File: config.mk
export PLATFORM = sky130hd
export DESIGN_NAME = dmem_port_arbiter_flat
export DESIGN_NICKNAME = d
export VERILOG_FILES = /design/src/rtl/dmem_port_arbiter_if.sv /design/src/rtl/dmem_port_arbiter.sv /design/src/flat_wrapper.sv
export SDC_FILE = /design/constraint.sdc
export NUM_CORES = 1
export LEC_CHECK = 0
export CAP_MARGIN = 30
export CORE_AREA = 3 3 99 101
export DETAILED_ROUTE_END_ITERATION = 12
export DIE_AREA = 0 0 102 104
export PLACE_DENSITY = 0.7
export SETUP_SLACK_MARGIN = 0.3
export SLEW_MARGIN = 10
export SYNTH_ARGS = -nofsm -noshare
export SYNTH_HDL_FRONTEND = slang
export SYNTH_SLANG_ARGS = --single-unit
File: constraint.sdc
create_clock -name clk -period 2.1 [get_ports clk]
set_input_delay 0.42 -clock clk [delete_from_list [all_inputs] [get_ports clk]]
set_output_delay 0.42 -clock clk [all_outputs]
set_load 0.01 [all_outputs]
File: src/rtl/dmem_port_arbiter_if.sv
// rtl/dmem_port_arbiter_if.sv - core/DMA request, response and BRAM port bundle for the data-memory arbiter
interface dmem_port_arbiter_if #(
  parameter int AWIDTH = 14
);
  logic              core_req;
  logic [3:0]        core_we;
  logic [AWIDTH-1:0] core_addr;
  logic [31:0]       core_wdata;
  logic              core_stall;
  logic [31:0]       core_rdata;
  logic              core_rvalid;

  logic              dma_req;
  logic [3:0]        dma_we;
  logic [AWIDTH-1:0] dma_addr;
  logic [31:0]       dma_wdata;
  logic              dma_ready;
  logic [31:0]       dma_rdata;
  logic              dma_rvalid;

  logic              mem_en;
  logic [3:0]        mem_we;
  logic [AWIDTH-1:0] mem_addr;
  logic [31:0]       mem_wdata;
  logic [31:0]       mem_rdata;

  // Arbiter side: consumes requests and BRAM read data, drives everything else.
  modport slave (
    input  core_req, core_we, core_addr, core_wdata,
    input  dma_req, dma_we, dma_addr, dma_wdata,
    input  mem_rdata,
    output core_stall, core_rdata, core_rvalid,
    output dma_ready, dma_rdata, dma_rvalid,
    output mem_en, mem_we, mem_addr, mem_wdata
  );

  // Environment side: requesters plus the BRAM.
  modport master (
    output core_req, core_we, core_addr, core_wdata,
    output dma_req, dma_we, dma_addr, dma_wdata,
    output mem_rdata,
    input  core_stall, core_rdata, core_rvalid,
    input  dma_ready, dma_rdata, dma_rvalid,
    input  mem_en, mem_we, mem_addr, mem_wdata
  );
endinterface

File: src/rtl/dmem_port_arbiter.sv
// rtl/dmem_port_arbiter.sv - fixed-priority core/DMA arbiter for the single data-memory BRAM port
module dmem_port_arbiter #(
  parameter int AWIDTH   = 14,
  parameter int MAX_WAIT = 8
) (
  input logic                clk,
  input logic                rst,
  dmem_port_arbiter_if.slave bus
);
  localparam int WCW = $clog2(MAX_WAIT + 1);
  localparam logic [WCW-1:0] WAIT_LIMIT = WCW'(MAX_WAIT);

  logic [WCW-1:0]    wait_cnt_q, wait_cnt_d;
  logic              resp_valid_q, resp_valid_d;
  logic              resp_id_q, resp_id_d;   // 0 = core, 1 = DMA
  logic              core_gnt, dma_gnt;
  logic              mem_en_d;
  logic [3:0]        mem_we_d;
  logic [AWIDTH-1:0] mem_addr_d;
  logic [31:0]       mem_wdata_d;

  // Grant decision: core wins unless a starved DMA has reached its limit; nothing is granted in reset.
  always_comb begin
    core_gnt = 1'b0;
    dma_gnt  = 1'b0;
    if (!rst) begin
      core_gnt = bus.core_req && !(bus.dma_req && (wait_cnt_q == WAIT_LIMIT));
      dma_gnt  = bus.dma_req && !core_gnt;
    end
  end

  // BRAM port mux: drive the granted requester's fields, zeros when idle.
  always_comb begin
    mem_en_d    = core_gnt || dma_gnt;
    mem_we_d    = 4'b0000;
    mem_addr_d  = '0;
    mem_wdata_d = 32'h0;
    if (core_gnt) begin
      mem_we_d    = bus.core_we;
      mem_addr_d  = bus.core_addr;
      mem_wdata_d = bus.core_wdata;
    end else if (dma_gnt) begin
      mem_we_d    = bus.dma_we;
      mem_addr_d  = bus.dma_addr;
      mem_wdata_d = bus.dma_wdata;
    end
  end

  // Next state: saturating starvation counter and the tag of the read now in flight.
  always_comb begin
    wait_cnt_d = wait_cnt_q;
    if (dma_gnt || !bus.dma_req) begin
      wait_cnt_d = '0;
    end else if (wait_cnt_q != WAIT_LIMIT) begin
      wait_cnt_d = wait_cnt_q + 1'b1;
    end
    resp_valid_d = mem_en_d && (mem_we_d == 4'b0000);
    resp_id_d    = dma_gnt;
  end

  // State registers; reset drops any in-flight read tag.
  always_ff @(posedge clk) begin
    if (rst) begin
      wait_cnt_q   <= '0;
      resp_valid_q <= 1'b0;
      resp_id_q    <= 1'b0;
    end else begin
      wait_cnt_q   <= wait_cnt_d;
      resp_valid_q <= resp_valid_d;
      resp_id_q    <= resp_id_d;
    end
  end

  assign bus.mem_en      = mem_en_d;
  assign bus.mem_we      = mem_we_d;
  assign bus.mem_addr    = mem_addr_d;
  assign bus.mem_wdata   = mem_wdata_d;
  assign bus.core_stall  = !rst && bus.core_req && !core_gnt;
  assign bus.dma_ready   = dma_gnt;
  // Response valids are masked during reset so a read caught by reset never reports back.
  assign bus.core_rvalid = !rst && resp_valid_q && !resp_id_q;
  assign bus.dma_rvalid  = !rst && resp_valid_q && resp_id_q;
  assign bus.core_rdata  = bus.mem_rdata;
  assign bus.dma_rdata   = bus.mem_rdata;
endmodule

File: src/flat_wrapper.sv
// flat-port wrapper written by rule: the top's interface ports become plain ports
module dmem_port_arbiter_flat 
#(
  parameter int AWIDTH   = 14,
  parameter int MAX_WAIT = 8
)
  (clk, rst, bus_core_req, bus_core_we, bus_core_addr, bus_core_wdata, bus_dma_req, bus_dma_we, bus_dma_addr, bus_dma_wdata, bus_mem_rdata, bus_core_stall, bus_core_rdata, bus_core_rvalid, bus_dma_ready, bus_dma_rdata, bus_dma_rvalid, bus_mem_en, bus_mem_we, bus_mem_addr, bus_mem_wdata);
  dmem_port_arbiter_if #(.AWIDTH(AWIDTH)) bus_i ();
  input logic clk;
  input logic rst;
  input wire logic [$bits(bus_i.core_req)-1:0] bus_core_req;
  input wire logic [$bits(bus_i.core_we)-1:0] bus_core_we;
  input wire logic [$bits(bus_i.core_addr)-1:0] bus_core_addr;
  input wire logic [$bits(bus_i.core_wdata)-1:0] bus_core_wdata;
  input wire logic [$bits(bus_i.dma_req)-1:0] bus_dma_req;
  input wire logic [$bits(bus_i.dma_we)-1:0] bus_dma_we;
  input wire logic [$bits(bus_i.dma_addr)-1:0] bus_dma_addr;
  input wire logic [$bits(bus_i.dma_wdata)-1:0] bus_dma_wdata;
  input wire logic [$bits(bus_i.mem_rdata)-1:0] bus_mem_rdata;
  output wire logic [$bits(bus_i.core_stall)-1:0] bus_core_stall;
  output wire logic [$bits(bus_i.core_rdata)-1:0] bus_core_rdata;
  output wire logic [$bits(bus_i.core_rvalid)-1:0] bus_core_rvalid;
  output wire logic [$bits(bus_i.dma_ready)-1:0] bus_dma_ready;
  output wire logic [$bits(bus_i.dma_rdata)-1:0] bus_dma_rdata;
  output wire logic [$bits(bus_i.dma_rvalid)-1:0] bus_dma_rvalid;
  output wire logic [$bits(bus_i.mem_en)-1:0] bus_mem_en;
  output wire logic [$bits(bus_i.mem_we)-1:0] bus_mem_we;
  output wire logic [$bits(bus_i.mem_addr)-1:0] bus_mem_addr;
  output wire logic [$bits(bus_i.mem_wdata)-1:0] bus_mem_wdata;
  assign bus_i.core_req = bus_core_req;
  assign bus_i.core_we = bus_core_we;
  assign bus_i.core_addr = bus_core_addr;
  assign bus_i.core_wdata = bus_core_wdata;
  assign bus_i.dma_req = bus_dma_req;
  assign bus_i.dma_we = bus_dma_we;
  assign bus_i.dma_addr = bus_dma_addr;
  assign bus_i.dma_wdata = bus_dma_wdata;
  assign bus_i.mem_rdata = bus_mem_rdata;
  assign bus_core_stall = bus_i.core_stall;
  assign bus_core_rdata = bus_i.core_rdata;
  assign bus_core_rvalid = bus_i.core_rvalid;
  assign bus_dma_ready = bus_i.dma_ready;
  assign bus_dma_rdata = bus_i.dma_rdata;
  assign bus_dma_rvalid = bus_i.dma_rvalid;
  assign bus_mem_en = bus_i.mem_en;
  assign bus_mem_we = bus_i.mem_we;
  assign bus_mem_addr = bus_i.mem_addr;
  assign bus_mem_wdata = bus_i.mem_wdata;
  dmem_port_arbiter #(.AWIDTH(AWIDTH), .MAX_WAIT(MAX_WAIT)) u_core (.clk(clk), .rst(rst), .bus(bus_i));
endmodule
======== Word-level counts from Yosys, hierarchy flattened ========
Cells that the tools add are included.
storage, ports and cells
  register bits ........................... 6
  latch bits .............................. 0
  bits in writable memories ............... 0
  bits in read-only memories .............. 0
  bits of input ports ..................... 136
  memories ................................ 0
operators by class
  $add $sub $neg .......................... 1
  $mul .................................... 0
  divide/modulo/power cells ............... 0
  $lt $le $gt $ge ......................... 0
  eq/ne operators ......................... 2
  shifts and indexed selects .............. 0
  mux-type cells .......................... 8
  bitwise logic cells ..................... 0
  reductions and logical operators ........ 19
operators with widths
  operator                                     number
  2-to-1 mux 32 bit                            2
  2-to-1 mux 14 bit                            2
  logical AND 1 bit                            9
  2-to-1 mux 4 bit                             2
  zero test 1 bit                              6
  adder 4 x 1 -> 4 bit, second input constant  1
  == test 4 bit, second input constant         1
  zero test 4 bit                              1
  != test 4 bit, second input constant         1
  logical OR 1 bit                             2
  2-to-1 mux 1 bit                             2
  OR reduction 2 bit                           1

======== Depth between registers and ports, before layout ========
  depth after elaboration ................. 11
  depth in mapped cells ................... 6
  depth with buffers taken out ............ 5

======== Worst setup path before layout ========
No wires, ideal clock.
  path type ............................... register -> output
  start point ............................. reg u_core.wait_cnt_q[0]
  end point ............................... out bus_mem_addr[0]
  arrival ................................. 1.406 ns
  data required time ...................... 1.680 ns
  path slack .............................. 0.274 ns
  cell stages (with the launch flop) ...... 7
  cells stage by stage .................... dfxtp_1 inv_1 ha_1 and4b_4 nor3_4 buf_6 a22o_1
on the way
  longest elaborated chain between the ends .. 9
  elaborated cells on any way between the ends .. 10
RTL lines
  what                      line                     RTL
  start: declaration        dmem_port_arbiter.sv:13  logic [WCW-1:0] wait_cnt_q, wait_cnt_d;
  start signal: assignment  dmem_port_arbiter.sv:68  wait_cnt_q <= wait_cnt_d;
  == test 4 bit (*)         dmem_port_arbiter.sv:27  core_gnt = bus.core_req && !(bus.dma_req && (wait_cnt_q == WAIT_LIMIT));
  logical AND 1 bit (*)     dmem_port_arbiter.sv:27
  zero test 1 bit (*)       dmem_port_arbiter.sv:27
  logical AND 1 bit (*)     dmem_port_arbiter.sv:27
  zero test 1 bit           dmem_port_arbiter.sv:28  dma_gnt = bus.dma_req && !core_gnt;
  logical AND 1 bit         dmem_port_arbiter.sv:28
  2-to-1 mux 1 bit          dmem_port_arbiter.sv:26  if (!rst) begin
  2-to-1 mux 14 bit         dmem_port_arbiter.sv:42  end else if (dma_gnt) begin
  2-to-1 mux 14 bit (*)     dmem_port_arbiter.sv:38  if (core_gnt) begin
  end: declaration          flat_wrapper.sv:28       output wire logic [$bits(bus_i.mem_addr)-1:0] bus_mem_addr;
Mark *: on every way between the ends. The rest lies on a longest branch, timed or not.

======== Worst setup path after layout ========
  start point ............................. reg u_core.wait_cnt_q[1]
  end point ............................... out bus_mem_addr[3]
The elaborated chain is that of the path after synthesis.

==> impl_metrics.ini <==
[finish]
most-common-layout-cells = 100 x clkdlybuf4s50_1, 50 x a22o_1, 46 x buf_2
drive_gt1_share_pct = 35.8
finalInstanceArea_um2 = 2810
finish.utilization_pct = 30.8
fin_nets = 422
multi_input_area_um2 = 671
area_delta_synth_final_pct = 111
ff_latch_area_um2 = 123
antenna_cells = 0
final_common_cell = clkdlybuf4s50_1
n_fill_cell = 955

[routing]
firstDrtPassIters = 4
post_drt_wl_per_cell_um = 17.7
drt-initial-drc-count = 42
vias = 1652
drt-vias-per-instance = 4.20
drc = 0
drtAntennaViolNets = 0
wl_um = 6970

[floorplanning]
coreArea_um2 = 9110
dieHeight_um = 104
io_pins = 255
initial_core_util_pct = 14.6
die_area_um2 = 10600
die_w_um = 102
rows = 35

[sta]
worst_pin_slew_ps = 286
layout_min_cycle_time_ps = 2260
slew_headroom_pct = 80.8
fmax_mhz = 442
rsz0062_at_grt = true
drv_slew = 0
skew_ps = 1.54
fin_crit_sh_pct = 108
fin_ws_ps = -162
setup_viol = 47
hold_viol = 0
fin_setup_tns_ps = -5120

[setup_path]
cp_common_cell = buf_6
end_kind = output port
worstPathRequired_ps = 1680
cp_slowest_stage_delay_ps = 310
crit_fanout = 8
worst_path_max_delay_cell = dfxtp_2
critPathKind = reg -> out
critPathArrivalTime_ps = 1840
cp_cell_sequence = inv_2 -> ha_4 -> and4b_4 -> nor3_4 -> buf_6 -> buf_6 -> buf_6 -> buf_16 -> a22o_1 -> buf_2
startpoint_type = flip-flop

[cts]
clk_pin_slew_ps = 40
cts_buffer_depth = 2
insertion_delay_ps = 230
tritoncts_num_sinks = 6
clock_tree.root_cell = clkbuf_8
cts_inserted_buffers = 3
cts_max_level = 1
cts_tree = yes

[status]
violations = setup timing
status = complete, but fails checks

[yosys]
yosys_warnings = 0
synthesis.nets = 298
syn_area_um2 = 1330
ys_seq_elements = 6
synth_area_per_cell_um2 = 8.31
ys_seq_area_share_pct = 9.03
syn_inst = 160
synth_cell_types = 27

[placement]
hpwl_um = 5230
gp_congestion = 0.698
dp_slack_ps = -612
placed_area_um2 = 2630
port_buffers = 158

[global_route]
grt_pass1_wl_um = 9660
antenna_found_initial = 0
grt_max_degree = 17
overflow = 0
grt_pass1_vias = 1738
grt_usage_pct = 11.7

[power]
power_uw = 795
power_density_nw_per_um2 = 283
leakagePower_nw = 1.26
peakVddDrop_uv = 133

[hold_path]
hp-class = reg -> reg

[job]
maxCapViolations = 0
[flip-flops by register name, indices dropped and copies added (netlist names)]
signal,cells
u_core.resp_valid_q,1
u_core.resp_id_q,1
u_core.wait_cnt_q,4
[cells in the mapped netlist]
cell type   n  area share [%]
a211oi_1    2             1.1
a21oi_1     1            0.38
a21oi_2     1            0.66
a22o_1     50              33
and3b_1     1            0.66
and4b_4     1             1.0
buf_2       4             1.5
buf_4      64              36
buf_6       5             4.2
clkbuf_4    1            0.56
dfxtp_1     6             9.0
ha_1        2             1.9
inv_1       4             1.1
inv_2       1            0.28
nand2b_1    1            0.47
nand3_1     1            0.38
nand3b_1    1            0.56
nor2_1      5             1.4
nor3_1      1            0.38
nor3_4      1             1.2
nor3b_1     1            0.56
nor4_1      1            0.47
or2_2       1            0.47
or3b_1      1            0.66
or4_1       1            0.56
xnor2_1     1            0.66
xor2_1      1            0.66
[final cells by class]
class | instances | share of cell area (%)
clock buffer | 3 | 1.47
timing repair buffer | 193 | 64.6
tap | 111 | 4.95
multi-input combinational | 75 | 23.9
inverter | 5 | 0.669
sequential | 6 | 4.37
[report_power, final]
part / switching (mW) / internal [mW] / leakage (nW)
clock: 0.0557 / 0.124 / 0.0216
combinational: 0.168 / 0.328 / 1.19
sequential: 0.00156 / 0.118 / 0.0498
total: 0.226 / 0.569 / 1.26
[metrics by stage]
step                hold WS [ps]  std cells
floorplan                    407        160
CTS                          519        391
finish                       515        393
detailed placement           503        370
global placement             487        370
global route                 538        393
[per-layer routing]
metal  part of all wire (%)  global-route usage [%]  up-vias
met5                      0                       0        -
met1                     36                    12.8      751
li1                       -                       -      772
met3                     12                    4.16       11
met4                    1.1                    2.44        0
met2                     51                    21.4      118
[what timing repair did]
action	in CTS	in global routing
gates cloned	5	1
buffers inserted	13	1
gates resized for setup	236	10
setup endpoints to repair	55	53
hold buffers	0	0
pin swaps	25	15
[critical path: cells and delay by family, from the launching register on]
kind | cells | cell delay [ps]
DFF | 1 | 310
buffers and inverters | 6 | 680
AOI/OAI and AO/OA | 1 | 220
and+or+nand+nor | 2 | 280
adders and majority gates | 1 | 130
[path summary, 6_finish.rpt]
| check | endpoint | start | slack [ps] | cells past startpoint |
|---|---|---|---|---|
| hold / removal | u_core.wait_cnt_q[0] | u_core.wait_cnt_q[0] | 520 | 2 |
| hold reg to reg | u_core.wait_cnt_q[0] | u_core.wait_cnt_q[0] | 520 | 2 |
| setup reg to reg | u_core.wait_cnt_q[0] | u_core.wait_cnt_q[1] | 490 | 8 |
| setup / recovery | bus_mem_addr[3] | u_core.wait_cnt_q[1] | -160 | 10 |
[kinds of logic (layout without fill, tap and decap cells)]
logic type	Yosys count	in the layout	share of synthesized area, %
AOI/OAI and AO/OA	54	54	35.1
xor gates and xnor gates	2	2	1.32
adders and majority gates	2	2	1.88
buffers and inverters	79	201	43.8
DFF	6	6	9.03
and+or+nand+nor	17	17	8.84
(Power assumes the default switching activity.)
